[src/rtl/d_m_areg_queue.sv]
// Directory-to-memory flit queue: buffers up to DEPTH flits in arrival order and
// presents the oldest to the memory controller until it signals completion.
module d_m_areg_queue #(
    parameter int FLIT_W = 144,
    parameter int DEPTH  = 4,
    parameter int CNT_W  = $clog2(DEPTH + 1)
) (
    input  logic              clk,
    input  logic              rst,
    input  logic [FLIT_W-1:0] d_flits_m,
    input  logic              v_d_flits_m,
    input  logic              mem_done_access,
    output logic [FLIT_W-1:0] d_m_areg_flits,
    output logic              v_d_m_areg_flits,
    output logic              d_m_areg_state,
    output logic [CNT_W-1:0]  d_m_areg_count,
    output logic              d_m_areg_err
);

    localparam int PTR_W = (DEPTH > 1) ? $clog2(DEPTH) : 1;
    localparam logic [CNT_W-1:0] FULL_CNT = CNT_W'(DEPTH);
    localparam logic [PTR_W-1:0] LAST_PTR = PTR_W'(DEPTH - 1);

    logic [FLIT_W-1:0] mem [DEPTH];
    logic [PTR_W-1:0]  wp;
    logic [PTR_W-1:0]  rp;
    logic [CNT_W-1:0]  count;
    logic              err;

    logic empty;
    logic full;
    logic pop_ok;
    logic push_ok;
    logic err_event;

    // Occupancy alone decides full/empty, so wp == rp is never ambiguous.
    always_comb begin
        empty     = (count == '0);
        full      = (count == FULL_CNT);
        pop_ok    = mem_done_access && !empty;
        push_ok   = v_d_flits_m && (!full || pop_ok);
        err_event = (mem_done_access && empty) || (v_d_flits_m && !push_ok);
    end

    // NOTE: storage carries no reset; count gates every read, so stale entries are never visible.
    always_ff @(posedge clk) begin
        if (push_ok) begin
            mem[wp] <= d_flits_m;
        end
    end

    // NOTE: all state uses non-blocking assignments so every register samples pre-edge values.
    always_ff @(posedge clk or negedge rst) begin
        if (!rst) begin
            wp    <= '0;
            rp    <= '0;
            count <= '0;
            err   <= 1'b0;
        end else begin
            if (push_ok) begin
                wp <= (wp == LAST_PTR) ? '0 : wp + PTR_W'(1);
            end
            if (pop_ok) begin
                rp <= (rp == LAST_PTR) ? '0 : rp + PTR_W'(1);
            end
            if (push_ok && !pop_ok) begin
                count <= count + CNT_W'(1);
            end else if (pop_ok && !push_ok) begin
                count <= count - CNT_W'(1);
            end
            if (err_event) begin
                err <= 1'b1;
            end
        end
    end

    // Head is driven from registers only; zeros whenever the queue is empty.
    always_comb begin
        d_m_areg_flits   = empty ? '0 : mem[rp];
        v_d_m_areg_flits = !empty;
        d_m_areg_state   = full;
        d_m_areg_count   = count;
        d_m_areg_err     = err;
    end

endmodule

[config.mk]
export PLATFORM = sky130hd
export DESIGN_NAME = d_m_areg_queue
export DESIGN_NICKNAME = d
export VERILOG_FILES = /design/src/rtl/d_m_areg_queue.sv
export SDC_FILE = /design/constraint.sdc
export NUM_CORES = 1
export LEC_CHECK = 0
export CAP_MARGIN = 20
export CORE_ASPECT_RATIO = 0.9
export CORE_UTILIZATION = 57
export CTS_BUF_LIST = sky130_fd_sc_hd__clkbuf_8
export CTS_CLUSTER_DIAMETER = 60
export DETAILED_ROUTE_END_ITERATION = 6
export GPL_TIMING_DRIVEN = 0
export HOLD_SLACK_MARGIN = 0.08
export PLACE_DENSITY = 0.82
export REMOVE_ABC_BUFFERS = 1
export SYNTH_ARGS = -nofsm -noshare
export SYNTH_HDL_FRONTEND = slang
export SYNTH_SLANG_ARGS = --single-unit
[constraint.sdc]
create_clock -name clk -period 5.7 [get_ports clk]
set_input_delay 1.14 -clock clk [delete_from_list [all_inputs] [get_ports clk]]
set_output_delay 1.14 -clock clk [all_outputs]
set_load 0.02 [all_outputs]
; Word level (Yosys, flattened, before mapping)
; Memory sizes are Yosys's and may differ from the RTL's.
; Index checks and enable logic that the tools add are counted.
[totals]
ram_bits = 576
input_bits = 148
out_inout_bits = 150
n_memories = 1
reg_bits = 8
[op_classes]
reduce_logical = 14
n_eq_ne = 3
addsub = 4
n_mux = 7
[memory_table]
columns = name, depth, width, read_ports, rd_ports_with_merged_regs, write_ports, line
row1 = mem, 4, 144, 1, 0, 1, 24  ; logic [FLIT_W-1:0] mem [DEPTH];
[op_table]
columns = op, count
row1 = $mux 144, 1
row2 = $logic_and 1x1->1, 6
row3 = $mux 3, 2
row4 = $add 2x1->2 const B, 2
row5 = $eq 2x2->1 const B, 2
row6 = $logic_not 1->1, 4
row7 = $mux 2, 2
row8 = $add 3x1->3 const B, 1
row9 = $eq 3x3->1 const B, 1
row10 = $logic_not 3->1, 1
row11 = $sub 3x1->3 const B, 1
row12 = $logic_or 1x1->1, 2
row13 = $mux 1, 2
row14 = $reduce_bool 2->1, 1

; Depth between registers and ports, before layout
; Gate-level depths: netlist (run 1).
[depth]
word_depth = 9
depth_mapped = 9
mapped_depth_nobuf = 8

; Least setup slack after synthesis (run 1)
; OpenSTA, ideal clock, no wires.
[synth_timing]
path_type = in2reg
from = input mem_done_access
to = memory mem[1][0], enable pin
slack_ps = 333
stages = 3
required_ps = 5179
t_arrival_ps = 4846
path_buffers = 0
cell_sequence = inv_1 > a21boi_1 > and2_1
[synth_via]
elab_chain_cells = 5
[synth_lines]
columns = item, line
row1 = "start, declared", 12  ; input logic mem_done_access,
row2 = $logic_and 1x1->1, 40  ; pop_ok = mem_done_access && !empty;
row3 = $logic_or 1x1->1, 41  ; push_ok = v_d_flits_m && (!full || pop_ok);
row4 = $logic_and 1x1->1, 41
row5 = via push_ok, 33  ; logic push_ok;
row6 = $mux 1, 47  ; if (push_ok) begin
row7 = $mux 1 (not written as such), 48  ; mem[wp] <= d_flits_m;
row8 = "end, declared", 24
; The timed path passes the listed nets, and every way through them passes these cells.

; Final worst setup path (run 1)
[layout_timing]
from = register rp[0]
to = output d_m_areg_flits[85]
[layout_via]
elab_chain_cells = 2
[layout_lines]
columns = item, line
row1 = "start, declared", 26  ; logic [PTR_W-1:0] rp;
row2 = "start signal, assigned", 64  ; rp <= (rp == LAST_PTR) ? '0 : rp + PTR_W'(1);
row3 = $mem_v2 4x144, n/a
row4 = $mux 144, 79  ; d_m_areg_flits = empty ? '0 : mem[rp];
row5 = "end, declared", 13  ; output logic [FLIT_W-1:0] d_m_areg_flits,
; No other way between the ends.

==> results.py, run 1 <==
metrics = {
    "run_status": {
        "run_status": "finished, final reports clean",
    },
    "critical_path": {
        "worst-r2r-cell-count": 9,
        "r2r_start": "d_m_areg_count[1]",
        "path_max_fanout": 42,
        "endpoint_kind": "primary output",
        "r2r-end": "d_m_areg_count[2]",
        "path_class": "reg -> out",
        "arrival_ns": 3.57,
        "cp.required_ns": 4.56,
        "start_kind": "flip-flop",
        "reg2reg_slack_ns": 2.83,
    },
    "route": {
        "first_pass_iters": 5,
        "antenna_left": 0,
        "vias_per_cell": 5.52,
        "wirelength_um": 42300,
        "drt_iter0_drc": 736,
        "drc": 0,
        "wire_per_inst_um": 22.2,
        "vias": 10500,
    },
    "min_path": {
        "hold_path.class": "reg -> reg",
        "min_to": "d_m_areg_err",
        "worstHoldStart": "d_m_areg_err",
        "hold_path_depth": 2,
    },
    "sta": {
        "worst_pin_slew_ns": 0.767,
        "timing.fmax_mhz": 212,
        "finClkSkew_ns": 0.0347,
        "timing.slew.headroom_pct": 48.9,
        "final.period_utilization_pct": 82.6,
        "rsz0062_at_grt": "no",
        "drv_slew": 0,
        "setup_viol": 0,
        "finalHoldViolCount": 0,
        "period_needed_ns": 4.71,
    },
    "global_route": {
        "gr-total-overflow": 0,
        "grt_pass1_wl_um": 64000,
        "grt_max_degree": 79,
        "grt_pass1_vias": 11400,
        "antenna_found_initial": 6,
        "grt_usage_pct": 21.6,
    },
    "power": {
        "fin_total_pwr_mw": 15.2,
        "ir_worst_vdd_mv": 0.916,
        "leakagePower_nw": 9.02,
        "power.density_mw_per_mm2": 553,
    },
    "place": {
        "dp_cells": 1741,
        "dpl_cell_area_mm2": 0.0259,
        "placement.io_buffers": 297,
        "place_hpwl_um": 24800,
        "finalWeightedCongestion": 0.697,
    },
    "synth": {
        "ys_seq_area_share_pct": 78.4,
        "syn_inst": 953,
        "synth.avg_cell_area_um2": 23.4,
        "yosys_warnings": 0,
        "synth_top_area_cell": "edfxtp_1",
        "synth.top_cells.by_area": "edfxtp_1 78%, mux4_2 15%, and2_1 4.2%, buf_12 0.90%, dfrtp_1 0.90%",
        "syn_area_mm2": 0.0223,
        "netlist.area_leader.share_pct": 77.5,
        "synth-seq-cells": 584,
        "yosysUniqueCellTypes": 22,
    },
    "job": {
        "maxCapViolCount": 0,
    },
    "final_layout": {
        "final_util_pct": 71.7,
        "drive_gt1_share_pct": 20.4,
        "finalNetCount": 1462,
        "post-route-cell-area_mm2": 0.0276,
        "instances_no_fill": 1902,
        "syn_to_final_growth_pct": 23.6,
    },
    "clock_network": {
        "clock_latency_ns": 0.63,
        "cts_tree": "yes",
        "cts.reportedPaths.clkPinSlew_ns": 0.06,
        "root_buffer": "clkbuf_8",
        "clock_sinks": 584,
        "cts_buffers": 89,
        "holdBufCountCts": 0,
        "cts_resized": 0,
        "post-cts-setup-buffers": 0,
        "clock_path_buffers": 3,
        "htree_levels": 3,
    },
    "floorplan": {
        "die_h_um": 190,
        "num_rows": 68,
        "dieArea_mm2": 0.0399,
        "num_io_pins": 298,
        "coreArea_mm2": 0.0385,
        "start_util_pct": 58.0,
        "fp.dieW_um": 211,
    },
}
## how the worst max path moves through the flow
stage                         end  slack, ns  cells past startpoint   from
2_1_floorplan   d_m_areg_flits[0]      -1.90                      2  rp[0]
3_3_place_gp   d_m_areg_flits[63]      -5.01                      3  rp[0]
3_5_place_dp   d_m_areg_flits[63]       1.58                      5  rp[0]
4_1_cts        d_m_areg_flits[63]       0.88                      5  rp[0]
5_1_grt        d_m_areg_flits[66]       0.75                      5  rp[0]
6_report       d_m_areg_flits[85]       0.99                      5  rp[0]
## cells by family after synthesis
| family | Yosys count | synth area share, % |
|---|---|---|
| XOR/XNOR | 3 | 0.118 |
| AO/OA/AOI/OAI | 2 | 0.0673 |
| multiplexers | 149 | 14.8 |
| flip-flops | 584 | 78.4 |
| buffers and inverters | 53 | 1.87 |
| AND/OR/NAND/NOR | 155 | 4.30 |
| adder cells (fa/ha/maj) | 7 | 0.426 |
## through the flow
step / TNS [ns] / setup slack, ns / hold WS [ns]
global placement: -2392.21 / -5.01 / 0.475
global route: 0 / 0.749 / 0.578
CTS: 0 / 0.880 / 0.562
detailed placement: 0 / 1.58 / 0.523
finish: 0 / 0.990 / 0.553
floorplan: -275.55 / -1.90 / 0.534
## metal layers
| layer | GRT usage [%] | vias up | part of all wire, % |
|---|---|---|---|
| li1 | - | 4658 | - |
| met1 | 27.5 | 5409 | 39 |
| met2 | 35.0 | 355 | 50 |
| met3 | 7.23 | 69 | 8.5 |
| met4 | 7.47 | 8 | 1.9 |
| met5 | 0 | - | 0.14 |
## where the power goes
part / switching [mW] / internal, mW
combinational: 3.07 / 3.09
sequential: 0.296 / 5.65
clock: 1.53 / 1.61
total: 4.89 / 10.4
## final cells by class
type | instances | area [um2]
Sequential cell | 584 | 17500
Clock buffer | 90 | 1240
Timing Repair Buffer | 311 | 3360
Multi-Input combinational cell | 316 | 4410
Fill cell | 2244 | 10900
Inverter | 5 | 18.8
Tap cell | 525 | 657
Clock inverter | 68 | 375
Antenna cell | 3 | 7.51
## cells in the mapped netlist, drive strengths merged
| library cell | count |
|---|---|
| and2 | 148 |
| edfxtp | 576 |
| mux2 | 5 |
| o211ai | 1 |
| xnor2 | 1 |
| ha | 6 |
| inv | 5 |
| mux4 | 144 |
| or3 | 1 |
| nor3b | 1 |
| nand2 | 1 |
| fa | 1 |
| dfrtp | 8 |
| buf | 26 |
| clkbuf | 22 |
| nand3 | 1 |
| nor2 | 3 |
| a21boi | 1 |
| xor2 | 2 |
## worst max-delay path, stage by stage (launching register included)
cell and delay (ns):
dfrtp_4 0.87, buf_16 0.35, buf_16 0.33, mux4_2 0.54, and2_1 0.16, clkdlybuf4s50_1 0.59
## placed cells by master (no fill, tap or decap), types with 2 or more instances in the layout
cell type	netlist	routed
bufinv_16	0	3
edfxtp_1	576	576
ha_1	6	6
dfrtp_1	8	6
nor2_1	3	3
mux4_2	144	144
clkdlybuf4s50_1	0	297
clkinv_1	0	24
inv_1	5	29
xor2_1	2	2
dfrtp_4	0	2
and2_1	148	144
mux2_2	5	5
clkbuf_8	0	90
buf_16	0	14
clkinv_2	0	12
inv_6	0	3
and2_4	0	4
diode_2	0	3
## state kept, by name, indices dropped and copies added (netlist names)
register / count
d_m_areg_err: 1
wp: 2
mem: 576
d_m_areg_count: 3
rp: 2
Note: power is estimated with default switching activity, not from simulation.
==> run 2, diff against run 1 <==
==> constraint.sdc (replaced) <==
create_clock -name clk -period 4.7 [get_ports clk]
set_input_delay 0.94 -clock clk [delete_from_list [all_inputs] [get_ports clk]]
set_output_delay 0.94 -clock clk [all_outputs]
set_load 0.02 [all_outputs]
==> results.py, run 2 (synthesized netlist as in run 1, its figures left out) <==
metrics = {
    "critical_path": {
        "reg2reg_slack_ns": 1.83,
        "arrival_ns": 3.39,
        "path_max_fanout": 42,
        "start_kind": "flip-flop",
        "endpoint_kind": "primary output",
        "cp.required_ns": 3.76,
        "r2r-end": "d_m_areg_count[2]",
        "r2r_start": "d_m_areg_count[1]",
        "path_class": "reg -> out",
        "worst-r2r-cell-count": 9,
    },
    "power": {
        "swShare_pct": 32.1,
        "power_frac_clock_pct": 20.5,
        "switching_power_mw": 5.95,
        "pwr-share-comb_pct": 40.7,
        "power.density_mw_per_mm2": 672,
        "leakagePower_nw": 9.03,
        "ir_worst_vdd_mv": 1.10,
        "seqPwrFrac_pct": 38.7,
        "fin_total_pwr_mw": 18.5,
        "internal_power_mw": 12.6,
    },
    "place": {
        "place_hpwl_um": 24800,
        "finalWeightedCongestion": 0.697,
        "dpl_cell_area_mm2": 0.0259,
        "dp_slack_ns": 0.780,
        "dp_cells": 1741,
        "placement.io_buffers": 297,
    },
    "floorplan": {
        "num_rows": 68,
        "num_io_pins": 298,
        "coreArea_mm2": 0.0385,
        "start_util_pct": 58.0,
        "dieArea_mm2": 0.0399,
        "die_h_um": 190,
        "fp.dieW_um": 211,
    },
    "route": {
        "antenna_left": 0,
        "first_pass_iters": 5,
        "wire_per_inst_um": 22.4,
        "m1WireLength_um": 16900,
        "vias_per_cell": 5.55,
        "wl_met2_um": 21300,
        "wirelength_um": 42600,
        "vias": 10600,
        "drt_iter0_drc": 684,
        "drc": 0,
        "top_layer": "met5",
        "met3_length_um": 3460,
    },
    "min_path": {
        "hold_path.class": "reg -> reg",
        "worstHoldStart": "d_m_areg_err",
        "min_to": "d_m_areg_err",
        "hold_path_depth": 2,
    },
    "sta": {
        "finClkSkew_ns": 0.0351,
        "final.period_utilization_pct": 92.2,
        "setup_slack_ns": 0.366,
        "period_needed_ns": 4.33,
        "setup_viol": 0,
        "timing.fmax_mhz": 231,
        "worst_pin_slew_ns": 0.771,
        "timing.slew.headroom_pct": 48.6,
        "drv_slew": 0,
        "rsz0062_at_grt": "no",
        "finalHoldViolCount": 0,
    },
    "final_layout": {
        "post-route-cell-area_mm2": 0.0276,
        "final_common_cell": "edfxtp_1",
        "drive_gt1_share_pct": 20.4,
        "regMostFlops": "mem",
        "final_cell_mix": "576 x edfxtp_1, 297 x clkdlybuf4s50_1, 144 x mux4_2, 144 x and2_1, 90 x clkbuf_8",
        "largest_reg_flops": 576,
        "final_util_pct": 71.7,
        "finalNetCount": 1463,
        "syn_to_final_growth_pct": 23.7,
        "instances_no_fill": 1902,
    },
    "global_route": {
        "grt_max_degree": 79,
        "grt_pass1_vias": 11400,
        "grt_usage_pct": 21.6,
        "antenna_found_initial": 6,
        "grt_pass1_wl_um": 64000,
        "gr-total-overflow": 0,
    },
    "clock_network": {
        "cts.reportedPaths.clkPinSlew_ns": 0.06,
        "holdBufCountCts": 0,
        "cts_resized": 0,
        "htree_levels": 3,
        "cts_buffers": 89,
        "root_buffer": "clkbuf_8",
        "clock_latency_ns": 0.64,
        "clock_path_buffers": 3,
        "clock_sinks": 584,
        "cts_tree": "yes",
    },
    "job": {
        "maxCapViolCount": 0,
    },
    "run_status": {
        "run_status": "finished, final reports clean",
    },
}
-- run 2: changes by cell type in the layout (fill, tap and decap cells not counted), sizes merged --
cell,delta
buf,+1
diode,-1
-- run 2: final cells by class --
cell class,instances,area (um2)
Antenna cell,2,5.00
Clock buffer,90,1240
Clock inverter,68,375
Fill cell,2242,10900
Inverter,5,18.8
Multi-Input combinational cell,316,4410
Sequential cell,584,17500
Tap cell,525,657
Timing Repair Buffer,312,3380
-- run 2: metrics by stage --
stage	hold WS, ns	TNS, ns
floorplan	0.534	-661.52
global placement	0.475	-2974.01
detailed placement	0.523	0
CTS	0.560	0
global route	0.578	0
finish	0.547	0
-- run 2: metal layers --
metal  GRT usage, %  vias to the layer above
met2           35.0                      353
met1           27.5                     5462
met5              0                        -
met3           7.23                       78
met4           7.47                        8
li1               -                     4650
-- run 2: how the worst max path moves through the flow --
stage          slack (ns)            endpoint  depth (start not counted)   from
5_1_grt              0.16  d_m_areg_flits[66]                          5  rp[0]
3_5_place_dp         0.78  d_m_areg_flits[63]                          5  rp[0]
4_1_cts              0.08  d_m_areg_flits[63]                          5  rp[0]
2_1_floorplan       -2.70   d_m_areg_flits[0]                          2  rp[0]
3_3_place_gp        -5.81  d_m_areg_flits[63]                          3  rp[0]
6_report             0.37  d_m_areg_flits[85]                          5  rp[0]
-- run 2: power by group through the flow --
stage          Sequential, mW  Clock (mW)  Combinational [mW]
4_1_cts                  7.22        3.90                7.60
3_3_place_gp             7.88           0                6.41
6_report                 7.18        3.81                7.54
5_1_grt                  7.26        4.11                7.97
2_1_floorplan            7.67           0                4.24
3_5_place_dp             7.33           0                7.55
-- run 2: critical path, stage by stage, from the launching register on --
cell and delay [ns]:
dfrtp_4 0.72, buf_16 0.33, buf_16 0.33, mux4_2 0.54, and2_1 0.17, clkdlybuf4s50_1 0.59
-- run 2: what timing repair did --
action / 4_1_cts / 5_1_grt
endpoints found under the setup margin: 0 / 10
buffers inserted: 0 / 1
hold endpoints to repair: 0 / 0
==> run 3, diff against run 2 <==
--- a/config.mk
+++ b/config.mk
@@ -10,10 +10,11 @@
 export CORE_UTILIZATION = 57
 export CTS_BUF_LIST = sky130_fd_sc_hd__clkbuf_8
 export CTS_CLUSTER_DIAMETER = 60
+export CTS_CLUSTER_SIZE = 8
 export DETAILED_ROUTE_END_ITERATION = 6
 export GPL_TIMING_DRIVEN = 0
 export HOLD_SLACK_MARGIN = 0.08
-export PLACE_DENSITY = 0.82
+export PLACE_DENSITY = 0.8
 export REMOVE_ABC_BUFFERS = 1
 export SYNTH_ARGS = -nofsm -noshare
 export SYNTH_HDL_FRONTEND = slang
==> results.py, run 3 (synthesized netlist as in run 1, its figures left out) <==
metrics = {
    "global_route": {
        "grt_pass1_wl_um": 64700,
        "grt_usage_pct": 21.9,
        "gr-total-overflow": 0,
        "grt_pass1_vias": 11300,
        "antenna_found_initial": 6,
        "grt_max_degree": 83,
    },
    "run_status": {
        "run_status": "finished, final reports clean",
    },
    "critical_path": {
        "worst-r2r-cell-count": 5,
        "r2r-end": "mem[3][15]",
        "crit_top_cell": "buf_16",
        "path_max_fanout": 37,
        "slowest_delay_ns": 0.60,
        "timing.critical_path.cells": "buf_16 -> buf_16 -> buf_16 -> mux4_2 -> and2_1 -> clkdlybuf4s50_1",
        "arrival_ns": 3.46,
        "r2r_start": "d_m_areg_count[2]",
        "slowest_stage": "dfrtp_4",
        "endpoint_kind": "primary output",
        "cp.required_ns": 3.76,
        "start_kind": "flip-flop",
        "path_class": "reg -> out",
        "reg2reg_slack_ns": 1.63,
    },
    "place": {
        "place_hpwl_um": 26300,
        "finalWeightedCongestion": 0.676,
        "placement.io_buffers": 297,
    },
    "min_path": {
        "worstHoldStart": "d_m_areg_err",
        "hold_path.class": "reg -> reg",
        "hold_path_depth": 2,
        "min_to": "d_m_areg_err",
    },
    "clock_network": {
        "htree_levels": 3,
        "root_buffer": "clkbuf_8",
        "holdBufCountCts": 0,
        "cts_buffers": 82,
        "cts.reportedPaths.clkPinSlew_ns": 0.06,
        "clock_sinks": 584,
        "clock_path_buffers": 3,
        "cts_tree": "yes",
        "clock_latency_ns": 0.63,
    },
    "power": {
        "leakagePower_nw": 8.82,
        "fin_total_pwr_mw": 18.1,
        "power.density_mw_per_mm2": 662,
        "ir_worst_vdd_mv": 0.526,
    },
    "sta": {
        "finClkSkew_ns": 0.0233,
        "rsz0062_at_grt": "no",
        "finalHoldViolCount": 0,
        "holdWs_ns": 0.501,
        "setup_viol": 0,
        "period_needed_ns": 4.40,
        "worst_pin_slew_ns": 0.892,
        "drv_slew": 0,
        "final.period_utilization_pct": 93.6,
        "timing.fmax_mhz": 227,
        "timing.slew.headroom_pct": 40.6,
    },
    "floorplan": {
        "fp.dieW_um": 211,
        "num_rows": 68,
        "coreArea_mm2": 0.0385,
        "dieArea_mm2": 0.0399,
        "die_h_um": 190,
        "start_util_pct": 58.0,
        "num_io_pins": 298,
    },
    "route": {
        "vias_per_cell": 5.65,
        "drt_iter0_drc": 659,
        "antenna_left": 0,
        "first_pass_iters": 4,
        "drc": 0,
        "wire_per_inst_um": 23.2,
        "vias": 10500,
        "wirelength_um": 43000,
    },
    "final_layout": {
        "drive_gt1_share_pct": 19.8,
        "final_common_cell": "edfxtp_1",
        "fillers": 2305,
        "final_cell_mix": "576 x edfxtp_1, 297 x clkdlybuf4s50_1, 144 x mux4_2, 144 x and2_1, 83 x clkbuf_8",
        "syn_to_final_growth_pct": 22.3,
        "largest_reg_flops": 576,
        "regMostFlops": "mem",
        "finalNetCount": 1459,
    },
    "job": {
        "maxCapViolCount": 0,
    },
}
run 3: cell count changes in the layout (fill, tap and decap cells not counted), sizes merged:
cell and delta:
clkinvlp +3, bufinv -3, inv -10, clkinv -36, clkbuf -7, buf +3
run 3: power breakdown:
group          total [mW]  internal, mW  switching (mW)
sequential           7.21          6.85           0.364
clock                3.30          1.60            1.70
combinational        7.56          3.81            3.75
run 3: worst max-delay path: cells and delay by family, from the launching register on:
| kind | cells | cell delay [ns] |
|---|---|---|
| DFF | 1 | 0.60 |
| muxes | 1 | 0.55 |
| buffers and inverters | 4 | 1.43 |
| and+or+nand+nor | 1 | 0.18 |
run 3: layout make-up:
| type | instances | area, um2 | share of cell area [%] |
|---|---|---|---|
| flip-flops and latches | 584 | 17500 | 64.2 |
| multi-input cells | 316 | 4410 | 16.2 |
| repair buffers | 315 | 3430 | 12.6 |
| clock buffers | 83 | 1140 | 4.19 |
| well taps | 525 | 657 | 2.41 |
| clock inverters | 22 | 108 | 0.394 |
| inverters | 5 | 18.8 | 0.0688 |
| diodes | 2 | 5.00 | 0.0183 |
run 3: how the worst max path moves through the flow:
| stage | slack [ns] | start | endpoint | cells past startpoint |
|---|---|---|---|---|
| 6_report | 0.30 | rp[0] | d_m_areg_flits[128] | 6 |
| 5_1_grt | 0.08 | rp[0] | d_m_areg_flits[42] | 6 |
| 4_1_cts | 0.08 | rp[0] | d_m_areg_flits[68] | 6 |
| 3_5_place_dp | 0.76 | mem_done_access | mem[3][124] | 6 |
| 3_3_place_gp | -5.77 | rp[0] | d_m_areg_flits[6] | 3 |
| 2_1_floorplan | -2.70 | rp[0] | d_m_areg_flits[0] | 2 |
run 3: per-stage QoR:
stage / util (%) / TNS, ns / cell area, um2 / setup slack, ns / std cells
floorplan: - / -661.52 / 21900 / -2.70 / 905
global placement: 66.4 / -2946.73 / 25500 / -5.77 / 1727
detailed placement: 67.6 / 0 / 26000 / 0.765 / 1744
CTS: 70.9 / 0 / 27300 / 0.0845 / 1849
global route: 70.9 / 0 / 27300 / 0.0784 / 1851
finish: 70.9 / 0 / 27300 / 0.300 / 1852
run 3: per-layer routing:
layer | wire length, um | GRT usage (%) | vias to the layer above
met5 | 55 | 0 | -
met4 | 1120 | 7.53 | 8
met3 | 3370 | 7.20 | 90
met2 | 21300 | 35.1 | 370
met1 | 17100 | 28.6 | 5412
li1 | - | - | 4584
run 3: what timing repair did:
action	in CTS	in global routing
buffers inserted	0	1
setup endpoints to repair	0	22
gates resized for setup	0	0
